### src/rtl/iob2axil.sv
// IOb slave to AXI4-Lite master bridge with a single outstanding transaction.
// Optional macro IOB2AXIL_ERR_EN adds iob_err_o for non-OKAY AXI responses.
module iob2axil #(
  parameter int ADDR_W = 32,
  parameter int DATA_W = 32
) (
  input  logic                clk_i,
  input  logic                rst_i,
  // IOb slave
  input  logic                iob_valid_i,
  input  logic [ADDR_W-1:0]   iob_addr_i,
  input  logic [DATA_W-1:0]   iob_wdata_i,
  input  logic [DATA_W/8-1:0] iob_wstrb_i,
  output logic                iob_ready_o,
  output logic                iob_rvalid_o,
  output logic [DATA_W-1:0]   iob_rdata_o,
`ifdef IOB2AXIL_ERR_EN
  output logic                iob_err_o,
`endif
  // AXI4-Lite write address
  output logic [ADDR_W-1:0]   axil_awaddr_o,
  output logic [2:0]          axil_awprot_o,
  output logic                axil_awvalid_o,
  input  logic                axil_awready_i,
  // AXI4-Lite write data
  output logic [DATA_W-1:0]   axil_wdata_o,
  output logic [DATA_W/8-1:0] axil_wstrb_o,
  output logic                axil_wvalid_o,
  input  logic                axil_wready_i,
  // AXI4-Lite write response
  input  logic [1:0]          axil_bresp_i,
  input  logic                axil_bvalid_i,
  output logic                axil_bready_o,
  // AXI4-Lite read address
  output logic [ADDR_W-1:0]   axil_araddr_o,
  output logic [2:0]          axil_arprot_o,
  output logic                axil_arvalid_o,
  input  logic                axil_arready_i,
  // AXI4-Lite read data
  input  logic [DATA_W-1:0]   axil_rdata_i,
  input  logic [1:0]          axil_rresp_i,
  input  logic                axil_rvalid_i,
  output logic                axil_rready_o
);

  typedef enum logic [2:0] {IDLE, WR_REQ, WR_RESP, RD_REQ, RD_DATA} state_t;

  state_t              r_state, w_next;
  logic                r_aw_done, r_w_done;
  logic [ADDR_W-1:0]   r_addr;
  logic [DATA_W-1:0]   r_wdata;
  logic [DATA_W/8-1:0] r_wstrb;
  logic                r_rvalid;
  logic [DATA_W-1:0]   r_rdata;

  logic w_accept, w_aw_hs, w_w_hs, w_b_hs, w_r_hs;

  assign w_accept = iob_valid_i & iob_ready_o;
  assign w_aw_hs  = axil_awvalid_o & axil_awready_i;
  assign w_w_hs   = axil_wvalid_o & axil_wready_i;
  assign w_b_hs   = axil_bvalid_i & axil_bready_o;
  assign w_r_hs   = axil_rvalid_i & axil_rready_o;

  // Request fields only change on acceptance, so they stay stable under valid.
  assign axil_awaddr_o = r_addr;
  assign axil_araddr_o = r_addr;
  assign axil_wdata_o  = r_wdata;
  assign axil_wstrb_o  = r_wstrb;
  assign axil_awprot_o = 3'b000;
  assign axil_arprot_o = 3'b000;
  assign iob_rvalid_o  = r_rvalid;
  assign iob_rdata_o   = r_rdata;

  // NOTE: every output of this block gets a default first so no path infers a latch.
  always_comb begin
    w_next         = r_state;
    iob_ready_o    = 1'b0;
    axil_awvalid_o = 1'b0;
    axil_wvalid_o  = 1'b0;
    axil_bready_o  = 1'b0;
    axil_arvalid_o = 1'b0;
    axil_rready_o  = 1'b0;
    unique case (r_state)
      IDLE: begin
        // Masked by reset so nothing is accepted during the reset cycle.
        iob_ready_o = ~rst_i;
        if (iob_valid_i && !rst_i) w_next = (|iob_wstrb_i) ? WR_REQ : RD_REQ;
      end
      WR_REQ: begin
        axil_awvalid_o = ~r_aw_done;
        axil_wvalid_o  = ~r_w_done;
        if ((r_aw_done || axil_awready_i) && (r_w_done || axil_wready_i)) w_next = WR_RESP;
      end
      WR_RESP: begin
        axil_bready_o = 1'b1;
        if (axil_bvalid_i) w_next = IDLE;
      end
      RD_REQ: begin
        axil_arvalid_o = 1'b1;
        if (axil_arready_i) w_next = RD_DATA;
      end
      RD_DATA: begin
        axil_rready_o = 1'b1;
        if (axil_rvalid_i) w_next = IDLE;
      end
      default: w_next = IDLE;
    endcase
  end

`ifdef IOB2AXIL_ERR_EN
  logic r_err;
  assign iob_err_o = r_err;
`else
  logic w_unused;
  assign w_unused = ^{axil_bresp_i, axil_rresp_i};
`endif

  // NOTE: sequential state uses non-blocking assignments so all registers update together.
  always_ff @(posedge clk_i) begin
    if (rst_i) begin
      // NOTE: the request and data registers are cleared too, so outputs are all zero in reset.
      r_state   <= IDLE;
      r_aw_done <= 1'b0;
      r_w_done  <= 1'b0;
      r_addr    <= '0;
      r_wdata   <= '0;
      r_wstrb   <= '0;
      r_rvalid  <= 1'b0;
      r_rdata   <= '0;
`ifdef IOB2AXIL_ERR_EN
      r_err     <= 1'b0;
`endif
    end else begin
      r_state  <= w_next;
      r_rvalid <= 1'b0;
`ifdef IOB2AXIL_ERR_EN
      r_err    <= 1'b0;
`endif
      if (w_accept) begin
        r_addr    <= iob_addr_i;
        r_wdata   <= iob_wdata_i;
        r_wstrb   <= iob_wstrb_i;
        r_aw_done <= 1'b0;
        r_w_done  <= 1'b0;
      end
      // Each channel remembers its own handshake so AW and W may complete apart.
      if (r_state == WR_REQ) begin
        if (w_aw_hs) r_aw_done <= 1'b1;
        if (w_w_hs)  r_w_done  <= 1'b1;
      end
`ifdef IOB2AXIL_ERR_EN
      if (r_state == WR_RESP && w_b_hs) r_err <= (axil_bresp_i != 2'b00);
`endif
      if (r_state == RD_DATA && w_r_hs) begin
        r_rvalid <= 1'b1;
`ifdef IOB2AXIL_ERR_EN
        r_err    <= (axil_rresp_i != 2'b00);
        r_rdata  <= (axil_rresp_i != 2'b00) ? '1 : axil_rdata_i;
`else
        r_rdata  <= axil_rdata_i;
`endif
      end
    end
  end

endmodule

### config.mk
export PLATFORM = sky130hd
export DESIGN_NAME = iob2axil
export DESIGN_NICKNAME = d
export VERILOG_FILES = /design/src/rtl/iob2axil.sv
export SDC_FILE = /design/constraint.sdc
export NUM_CORES = 1
export LEC_CHECK = 0
export BUFFER_PORTS_ARGS = -buffer_cell sky130_fd_sc_hd__buf_2
export CAP_MARGIN = 0
export CORE_ASPECT_RATIO = 1.4
export CORE_MARGIN = 3
export CORE_UTILIZATION = 42
export CTS_BUF_LIST = sky130_fd_sc_hd__clkbuf_8
export DETAILED_ROUTE_END_ITERATION = 6
export PLACE_DENSITY = 0.8
export SYNTH_ARGS = -nofsm -noshare
export SYNTH_HDL_FRONTEND = slang
export SYNTH_SLANG_ARGS = --single-unit
### constraint.sdc
create_clock -name clk_i -period 1.4 [get_ports clk_i]
set_input_delay 0.07 -clock clk_i [delete_from_list [all_inputs] [get_ports clk_i]]
set_output_delay 0.07 -clock clk_i [all_outputs]
set_load 0.02 [all_outputs]
**Yosys cells after proc, flatten, opt, wreduce, memory -nomap -nowiden**

Index checks and enable logic that the tools add are counted.

- Bits in registers: 106
- Bits in latches: 0
- RAM bits: 0
- Bits in read-only memories: 0
- Input bits: 112
- Output and inout port bits: 145
- Word-level logic and storage cells: 53
- Memories: 0

- Add/subtract/negate cells: 0
- $mul: 0
- Divide/modulo/power cells: 0
- $lt $le $gt $ge: 0
- Equal/unequal tests: 9
- Shifts and indexed selects: 0
- Multiplexer cells: 20
- Bitwise gates (word level): 7
- Reductions and logical operators: 9

Operators by type and width:

| cell | count |
|---|---|
| 3-bit two-way mux | 5 |
| 3-bit one-hot mux with 5 select lines | 1 |
| 1-bit two-way mux | 13 |
| 2-bit != test, second input constant | 5 |
| 3-bit by 2-bit == test with 1-bit output, second input constant | 2 |
| 5-bit AND reduction | 1 |
| 1-bit AND | 4 |
| 4-bit OR reduction | 1 |
| 3-bit by 1-bit == test with 1-bit output, second input constant | 1 |
| 3-bit == test, second input constant | 1 |
| 1-bit logical AND | 3 |
| 3-bit logical NOT | 1 |
| 1-bit inverter | 3 |
| 1-bit logical OR | 2 |
| 2-bit two-way mux | 1 |
| 1-bit logical NOT | 1 |

**Longest topological paths before layout**

Gate-level depths: netlist of the first run.

- Depth in word-level cells: 6
- Depth in mapped cells: 6
- Depth with buffers taken out: 3

**Least setup slack after synthesis of the first run**

OpenSTA, ideal clock, no wires.

- Path type: flip-flop to flip-flop
- Start: register r_state[2]
- End: register r_addr[0], in the netlist axil_araddr_o[0]
- Library setup time: 121 ps
- Arrival: 1,526 ps
- Data required time: 1,279 ps
- Slack: -247 ps
- Cell stages (with the launch flop): 6
- Path buffers: 2
- Clock period less this slack: 1,647 ps
- Path through: dfxtp_1 buf_6 nor4_4 nand2_4 buf_6 mux2_4

- Longest elaborated chain between the ends: 3

RTL lines:

| what | line | RTL |
|---|---|---|
| start: declaration | 48 | `state_t r_state, w_next;` |
| start signal: assignment | 134 | `r_state <= w_next;` |
| 3-bit logical NOT | 83 | `unique case (r_state)` |
| 1-bit two-way mux | 83 |  |
| named net iob_ready_o | 14 | `output logic iob_ready_o,` |
| 1-bit AND | 58 | `assign w_accept = iob_valid_i & iob_ready_o;` |
| end signal: assignment | 140 | `r_addr <= iob_addr_i;` |
| end: declaration | 50 | `logic [ADDR_W-1:0] r_addr;` |

The timed path passes the listed nets, and every way through them passes these cells.
A chain may end at the register's enable or synchronous reset.

**Worst setup path after layout of the first run**

- Start: register r_state[1]
- End: register r_addr[8], in the netlist axil_araddr_o[8]

- Longest elaborated chain between the ends: 3

RTL lines:

| what | line |
|---|---|
| 3-bit logical NOT | 83 |
| 1-bit two-way mux | 83 |
| 1-bit AND | 58 |

Every way passes these cells.

==> flow_summary.json, run 1 <==
{
  "dp.cells": 772,
  "finalSetupTns_ns": -1.72,
  "numClockSinks": 106,
  "regToRegEndpoint": "axil_araddr_o[8]$_SDFFE_PP0P_",
  "ys_seq_elements": 106,
  "final_layout_size_suffix_gt1_share_pct": 47.8,
  "first_pass_iters": 4,
  "die-area_sq_um": 12400,
  "drv_slew": 0,
  "ctsLongestPathBuffers": 2,
  "period_needed_ns": 1.45,
  "dr.first_iter.drc_count": 135,
  "arrival_ns": 1.69,
  "hp-class": "in2reg",
  "synthFlopType": "dfxtp_1",
  "fmax_mhz": 691,
  "yosysTopAreaCell": "dfxtp_1",
  "root_buffer": "clkbuf_8",
  "worstPathCellList": "nor4_4 -> nand2_4 -> buf_12 -> mux2_4",
  "fin_util_pct": 67.6,
  "grt.total_usage_pct": 21.4,
  "met1_usage_pct": 22.1,
  "synth.distinct_cells": 29,
  "stdcell_count": 896,
  "leakagePower_nw": 3.61,
  "r2r-start": "r_state[1]$_SDFFE_PP0P_",
  "finClkSkew_ns": 0.0120,
  "synth.avg_cell_area_sq_um": 10.6,
  "holdWs_ns": 0.0374,
  "fin_crit_sh_pct": 103,
  "cts_buffers": 9,
  "violations": "negative setup slack",
  "grt_overflow": 0,
  "worst-setup-path-type": "reg2reg",
  "cap_violations": 0,
  "final_hold_viol_count": 0,
  "pin_count": 257,
  "place_area_sq_um": 5780,
  "synth.cell_area_sq_um": 4660,
  "slowest_delay_ns": 0.35,
  "yosysMostFrequentCell": "dfxtp_1",
  "setup_viol": 65,
  "place_hpwl_microns": 8330,
  "power_density_nw_per_um2": 1000,
  "cts_max_level": 3,
  "cpMaxStageDelayCell": "dfxtp_2",
  "cts_tree": "built",
  "ff2ff_path_depth": 4,
  "grt_pass1_vias": 4299,
  "fin_nets": 863,
  "routedWlPerCell_microns": 15.5,
  "clk-insertion-delay-late_ns": 0.35,
  "seq_area_sq_um": 2130,
  "die_x_microns": 95.0,
  "start_util_pct": 43.9,
  "vias": 4100,
  "yosys-top-cells-area": "dfxtp_1, mux2_4, nor2b_1",
  "synth-edff-count": 0,
  "endpoint_kind": "register",
  "chipHeight_microns": 131,
  "coreArea_sq_um": 10600,
  "drc": 0,
  "grtUsageMet3_pct": 4.98,
  "io_buffers": 246,
  "r2r_slack_ns": -0.05,
  "cp-startpoint": "r_state[1]$_SDFFE_PP0P_",
  "grt_max_degree": 108,
  "dp_worst_setup_slack_ns": -0.0502,
  "antenna_left": 0,
  "rsz0062_at_grt": "true",
  "syn_to_final_growth_pct": 54.1,
  "wl_microns": 13900,
  "synth_top_area_share_pct": 45.5,
  "fill_cells": 729,
  "ys_seq_area_share_pct": 45.5,
  "finalPower_mw": 7.20,
  "grt_pass1_wl_microns": 20900,
  "cp.required_ns": 1.64,
  "row_count": 44,
  "startpoint_type": "register",
  "critPathTopFamily": "simple AND/OR/NAND/NOR gates",
  "clkSlewWorstSetupHoldPaths_ns": 0.10,
  "multiInputGateArea_sq_um": 2140,
  "worst_slack_ns": -0.0481,
  "path_depth": 4,
  "viasPerCell": 4.58,
  "postSynth.asyncResetShare_pct": 0,
  "gp_congestion": 0.816,
  "cp-endpoint": "axil_araddr_o[8]$_SDFFE_PP0P_",
  "grt_use_met2_pct": 40.6,
  "outcome": "finished, violations left",
  "synth_warnings": 0,
  "synth_common_cells": "dfxtp_1, nor2b_1, mux2_4, nand2_1, buf_4",
  "ir_drop_uv": 673,
  "syn_inst": 438,
  "antenna_found_initial": 1,
  "crit_buf_inv": 1,
  "top_usage_layer": "met2",
  "fin_area_sq_um": 7180,
  "crit_fanout": 32
}
==> worst min-delay path by stage <==
stage / to / slack (ns) / start / cells past startpoint
final: r_state[1]$_SDFFE_PP0P_ / 0.04 / axil_bvalid_i / 4
after global routing: r_state[1]$_SDFFE_PP0P_ / 0.06 / axil_bvalid_i / 4
after CTS: r_state[1]$_SDFFE_PP0P_ / 0.002 / axil_bvalid_i / 4
after detailed placement: axil_araddr_o[18]$_SDFFE_PP0P_ / 0.30 / iob_addr_i[18] / 2
after global placement: axil_wdata_o[28]$_SDFFE_PP0P_ / 0.30 / iob_wdata_i[28] / 2
after floorplan: iob_rdata_o[0]$_SDFFE_PP0P_ / 0.21 / axil_rdata_i[0] / 2
==> flip-flops by register name, indices dropped and copies added (netlist names) <==
name	cells
axil_araddr_o	32
axil_wdata_o	32
axil_wstrb_o	4
iob_rdata_o	32
iob_rvalid_o	1
r_aw_done	1
r_state	3
r_w_done	1
==> layout make-up <==
type,instances,share of cell area (%)
timing repair buffer,364,34.6
multi-input combinational,266,29.7
sequential,106,29.6
tap,138,2.40
clock buffer,9,1.72
clock inverter,7,1.62
inverter,4,0.209
antenna,2,0.0697
==> kinds of logic (layout without fill, tap and decap cells) <==
| logic type | after synthesis | after routing | synth area share [%] |
|---|---|---|---|
| AOI/OAI and AO/OA | 40 | 40 | 4.80 |
| buffers and inverters | 71 | 384 | 10.2 |
| DFF | 106 | 106 | 45.5 |
| muxes | 69 | 69 | 22.0 |
| other | 1 | 8 | 0.0804 |
| and+or+nand+nor | 151 | 151 | 17.3 |
==> worst min-delay path, cell delays in order <==
cell,delay (ns)
buf_2,0.09
mux2i_1,0.06
nor2_1,0.08
nor4b_1,0.06
==> what timing repair did <==
| action | in CTS | in global routing |
|---|---|---|
| setup endpoints to repair | 70 | 87 |
| hold buffers | 101 | 0 |
| pin swaps | 0 | 1 |
| resized for setup | 10 | 13 |
| hold endpoints to repair | 101 | 0 |
| gates cloned | 0 | 2 |
| buffers inserted | 0 | 3 |
==> routing by layer <==
layer	vias to the layer above	part of all wire [%]
met4	0	2.2
met3	25	5.9
met5	-	0
met2	159	56
met1	1903	36
li1	2013	-
==> report_power, final <==
group / leakage, nW / internal [mW] / switching [mW]
clock: 0.125 / 1.19 / 1.03
sequential: 0.869 / 3.20 / 0.116
combinational: 2.61 / 0.856 / 0.800
==> placed cells by master, fill, tap and decap left out, drive strengths merged <==
master       count
nor4b            1
nor2             6
inv              6
nor4             1
nor4bb           1
a21oi           33
clkinv           2
and3b            1
diode            2
a22oi            2
o311ai           1
buf            261
conb             6
nand2           66
nor3             1
bufinv           3
o221ai           1
clkbuf          11
dlygate4sd3    101
a32o             2
dfxtp          106
nor3b            4
nor2b           68
mux2            68
nand4bb          1
o22ai            1
or4b             1
mux2i            1
No activity file was read; power rests on OpenSTA's default activity.
==> run 2: changes to the inputs <==
CORE_MARGIN = not set   (was 3)
==> run 2 against run 1 <==
Effect of this change: the run still ends with negative setup slack left; non-clock buffer count unchanged; wire length up 1.3%; cell count rose by 0.11%; sequential cell count is the same; worst setup slack got worse by 0.035 ns; largest power group unchanged; highest routed layer unchanged.
==> flow_summary.json, run 2 (synthesis gave the netlist of run 1 again) <==
{
  "power.share.switching_pct": 27.8,
  "antenna_found_initial": 0,
  "pin_count": 257,
  "stdcell_count": 897,
  "fmax_mhz": 674,
  "cts_tree": "built",
  "wl_microns": 14100,
  "worst-setup-path-type": "reg2reg",
  "grt_use_met2_pct": 43.4,
  "dp_worst_setup_slack_ns": -0.0603,
  "r2r_slack_ns": -0.08,
  "worst_slack_ns": -0.0833,
  "cp.required_ns": 1.64,
  "clkSlewWorstSetupHoldPaths_ns": 0.10,
  "leakagePower_nw": 3.60,
  "numClockSinks": 106,
  "grt_max_degree": 46,
  "p_int_mw": 5.12,
  "grt.total_usage_pct": 22.9,
  "die_x_microns": 91.0,
  "setup_viol": 69,
  "finalSetupTns_ns": -3.11,
  "cap_violations": 0,
  "dr.first_iter.drc_count": 121,
  "finClkSkew_ns": 0.0140,
  "power_density_nw_per_um2": 986,
  "met1_usage_pct": 23.3,
  "antenna_left": 0,
  "top_usage_layer": "met2",
  "ir_drop_uv": 603,
  "drc": 0,
  "p_clk_share_pct": 29.9,
  "start_util_pct": 43.1,
  "grt_overflow": 0,
  "final_layout_size_suffix_gt1_share_pct": 48.8,
  "ctsLongestPathBuffers": 2,
  "vias": 4227,
  "coreArea_sq_um": 10800,
  "grt_pass1_vias": 4344,
  "n_antenna_cell": 0,
  "drv_slew": 0,
  "layout.cells.most_common": "buf_2",
  "io_buffers": 246,
  "arrival_ns": 1.73,
  "period_needed_ns": 1.48,
  "clk-insertion-delay-late_ns": 0.36,
  "syn_to_final_growth_pct": 54.2,
  "seq_power_share_pct": 46.8,
  "outcome": "finished, violations left",
  "cts_max_level": 3,
  "routedWlPerCell_microns": 15.7,
  "comb_power_share_pct": 23.3,
  "first_pass_iters": 4,
  "violations": "negative setup slack",
  "rsz0062_at_grt": "true",
  "endpoint_kind": "register",
  "fin_nets": 863,
  "gp_congestion": 0.799,
  "place_hpwl_microns": 8160,
  "root_buffer": "clkbuf_8",
  "p_switching_mw": 1.97,
  "startpoint_type": "register",
  "crit_fanout": 29,
  "grtUsageMet3_pct": 5.76,
  "layout_common_cells": "buf_2, dfxtp_1, dlygate4sd3_1, nor2b_1, mux2_4",
  "chipHeight_microns": 127,
  "final_hold_viol_count": 0,
  "die-area_sq_um": 11500,
  "grt_pass1_wl_microns": 20800,
  "dp.cells": 777,
  "fill_cells": 767,
  "hp-class": "in2reg",
  "row_count": 45,
  "fin_crit_sh_pct": 106,
  "cts_buffers": 9,
  "viasPerCell": 4.71
}
run 2: metal layers:
metal,routed length (microns),up-vias
met5,0,-
met1,5220,1991
met4,505,0
li1,-,2008
met3,752,49
met2,7600,179
run 2: cell type report:
class	count	area, sq um	share of cell area (%)
timing repair buffer	364	2490	34.6
inverter	4	15.0	0.209
tap	141	176	2.45
multi-input combinational	266	2160	30.0
clock inverter	6	90.1	1.25
clock buffer	10	138	1.91
sequential	106	2130	29.6
run 2: repair_timing:
| action | CTS | global route |
|---|---|---|
| pin swaps | 0 | 2 |
| hold buffers | 100 | 0 |
| resized for setup | 7 | 21 |
| hold endpoints to repair | 100 | 0 |
| setup buffers | 0 | 1 |
| setup endpoints to repair | 73 | 99 |
| cloned | 0 | 3 |
run 2: stage by stage:
stage               util (%)  hold slack, ns  power (mW)  instance area, sq um
finish                  66.5          0.0364        7.09                  7190
global route            66.5          0.0263        7.36                  7190
CTS                     65.2          0.0191        7.09                  7040
detailed placement      53.6           0.299        4.77                  5800
global placement        53.6           0.294        4.74                  5800
floorplan                  -           0.206        4.39                  4690
run 2: path summary, 6_finish.rpt:
path / from / end / depth (start not counted)
worst min-delay path: axil_bvalid_i / r_state[1]$_SDFFE_PP0P_ / 4
worst max register to register: r_state[2]$_SDFFE_PP0P_ / axil_araddr_o[4]$_SDFFE_PP0P_ / 4
worst max-delay path: r_state[2]$_SDFFE_PP0P_ / axil_araddr_o[4]$_SDFFE_PP0P_ / 4
worst min register to register: iob_rdata_o[25]$_SDFFE_PP0P_ / iob_rdata_o[25]$_SDFFE_PP0P_ / 2
run 2: critical path: stages, from the launching register on:
cell,delay [ns]
dfxtp_2,0.35
nor4_4,0.33
nand2_4,0.14
buf_12,0.21
mux2_4,0.32
run 2: power by group through the flow:
stage	logic, mW	clock network, mW	registers, mW
floorplan	0.810	0	3.58
global placement	1.37	0	3.37
detailed placement	1.40	0	3.37
CTS	1.62	2.16	3.31
global route	1.74	2.27	3.34
finish	1.65	2.12	3.32
==> run 3: changes to the inputs <==
TNS_END_PERCENT = 20   (was not set)
==> run 3 against run 2 <==
Effect of this change: worst setup slack improved by 0.0028 ns; the run still ends with negative setup slack left; cell count decreased by 0.45%; sequential share of layout area increased by 0.36 points; first-iteration DRC count down 14%; highest routed layer unchanged; critical path type unchanged; largest power group unchanged; hold slack got worse by 0.0070 ns; die area is the same; design area is 1.2% lower; wire length decreased by 3.5%; register-to-register slack barely moved; clock-buffer cell count unchanged.
==> flow_summary.json, run 3 (synthesis gave the netlist of run 1 again) <==
{
  "period_needed_ns": 1.48,
  "grt_pass1_wl_microns": 20800,
  "worstPathCellList": "nor4_4 -> nand2_4 -> buf_12 -> mux2_4",
  "antenna_left": 0,
  "viasPerCell": 4.68,
  "clkSlewWorstSetupHoldPaths_ns": 0.10,
  "outcome": "finished, violations left",
  "arrival_ns": 1.72,
  "multiInputGateArea_sq_um": 2150,
  "pin_count": 257,
  "wl_met2_microns": 7300,
  "layout.cells.most_common": "buf_2",
  "grt.total_usage_pct": 22.9,
  "clk-insertion-delay-late_ns": 0.37,
  "fmax_mhz": 675,
  "cts_tree": "built",
  "cap_violations": 0,
  "chipHeight_microns": 127,
  "start_util_pct": 43.1,
  "fin_crit_sh_pct": 106,
  "gp_congestion": 0.799,
  "leakagePower_nw": 3.56,
  "endpoint_kind": "register",
  "place_hpwl_microns": 8160,
  "slowest_delay_ns": 0.35,
  "seq_area_sq_um": 2130,
  "hp-start": "axil_bvalid_i",
  "cp.required_ns": 1.64,
  "layout_common_cells": "buf_2, dfxtp_1, dlygate4sd3_1, nor2b_1, mux2_4",
  "worst-setup-path-type": "reg2reg",
  "met1_length_microns": 5120,
  "grt_max_degree": 46,
  "dr.first_iter.drc_count": 104,
  "root_buffer": "clkbuf_8",
  "violations": "negative setup slack",
  "io_buffers": 246,
  "cts_buffers": 9,
  "wl_microns": 13600,
  "crit_fanout": 29,
  "drc": 0,
  "power_density_nw_per_um2": 998,
  "worst_slack_ns": -0.0804,
  "routedWlPerCell_microns": 15.2,
  "critPathTopFamily": "simple AND/OR/NAND/NOR gates",
  "worstHoldEndpoint": "r_state[1]$_SDFFE_PP0P_",
  "r2r-start": "r_state[2]$_SDFFE_PP0P_",
  "final_layout_size_suffix_gt1_share_pct": 48.4,
  "grt_overflow": 0,
  "grt_pass1_vias": 4336,
  "hp-class": "in2reg",
  "ff2ff_path_depth": 4,
  "holdWs_ns": 0.0294,
  "met3_length_microns": 711,
  "min_path_cells": 4,
  "ctsLongestPathBuffers": 2,
  "finalPower_mw": 7.09,
  "cp-startpoint": "r_state[2]$_SDFFE_PP0P_",
  "syn_to_final_growth_pct": 52.4,
  "n_antenna_cell": 0,
  "fin_nets": 859,
  "cts_max_level": 3,
  "ir_drop_uv": 596,
  "fill_cells": 785,
  "crit_buf_inv": 1,
  "antenna_found_initial": 0,
  "setup_viol": 68,
  "regToRegEndpoint": "axil_araddr_o[4]$_SDFFE_PP0P_",
  "vias": 4179,
  "die-area_sq_um": 11500,
  "r2r_slack_ns": -0.08,
  "rsz0062_at_grt": "true",
  "drv_slew": 0,
  "row_count": 45,
  "first_pass_iters": 4,
  "coreArea_sq_um": 10800,
  "numClockSinks": 106,
  "highest_layer": "met4",
  "die_x_microns": 91.0,
  "final_hold_viol_count": 0,
  "finClkSkew_ns": 0.0151,
  "startpoint_type": "register",
  "cpMaxStageDelayCell": "dfxtp_2"
}
## run 3: power breakdown
part | switching [mW] | internal, mW
Combinational | 0.795 | 0.856
Clock | 1.06 | 1.06
Sequential | 0.119 | 3.20
Total | 1.97 | 5.12
## run 3: final cells by class
| cell class | instances | share of cell area, % |
|---|---|---|
| timing repair buffer | 360 | 33.9 |
| multi-input combinational | 266 | 30.2 |
| clock inverter | 6 | 1.27 |
| sequential | 106 | 29.9 |
| inverter | 4 | 0.211 |
| tap | 141 | 2.48 |
| clock buffer | 10 | 1.94 |
## run 3: worst reg2reg max path: stages, from the launching register on
cell,delay (ns)
dfxtp_2,0.35
nor4_4,0.33
nand2_4,0.14
buf_12,0.21
mux2_4,0.34
## run 3: repair_timing
action / CTS / global route
pin swaps: 0 / 4
hold buffers: 100 / 0
gates resized for setup: 7 / 17
endpoints found under the hold margin: 100 / 0
buffers inserted: 0 / 0
endpoints found under the setup margin: 73 / 99
## run 3: routing by layer
layer,global-route usage [%],up-vias
li1,-,2003
met1,23.4,1958
met2,43.5,175
met3,5.76,43
met4,10.3,0
met5,0,-
## run 3: how the worst max path moves through the flow
stage	endpoint	depth (start not counted)	slack, ns
after global routing	axil_araddr_o[4]$_SDFFE_PP0P_	4	-0.11
final	axil_araddr_o[4]$_SDFFE_PP0P_	4	-0.08
after CTS	axil_wdata_o[5]$_SDFFE_PP0P_	4	-0.07
after detailed placement	axil_wdata_o[5]$_SDFFE_PP0P_	4	-0.06
after global placement	axil_araddr_o[1]$_SDFFE_PP0P_	4	-0.02
after floorplan	axil_araddr_o[0]$_SDFFE_PP0P_	5	-0.21
## run 3: through the flow
step | area, sq um | setup slack, ns | cells | TNS, ns | utilization [%]
global placement | 5800 | -0.0157 | 777 | -0.325 | 53.6
detailed placement | 5800 | -0.0603 | 777 | -2.85 | 53.6
finish | 7100 | -0.0804 | 893 | -2.68 | 65.7
floorplan | 4690 | -0.209 | 443 | -14.23 | -
CTS | 7040 | -0.0669 | 893 | -2.85 | 65.2
global route | 7100 | -0.108 | 893 | -5.27 | 65.7
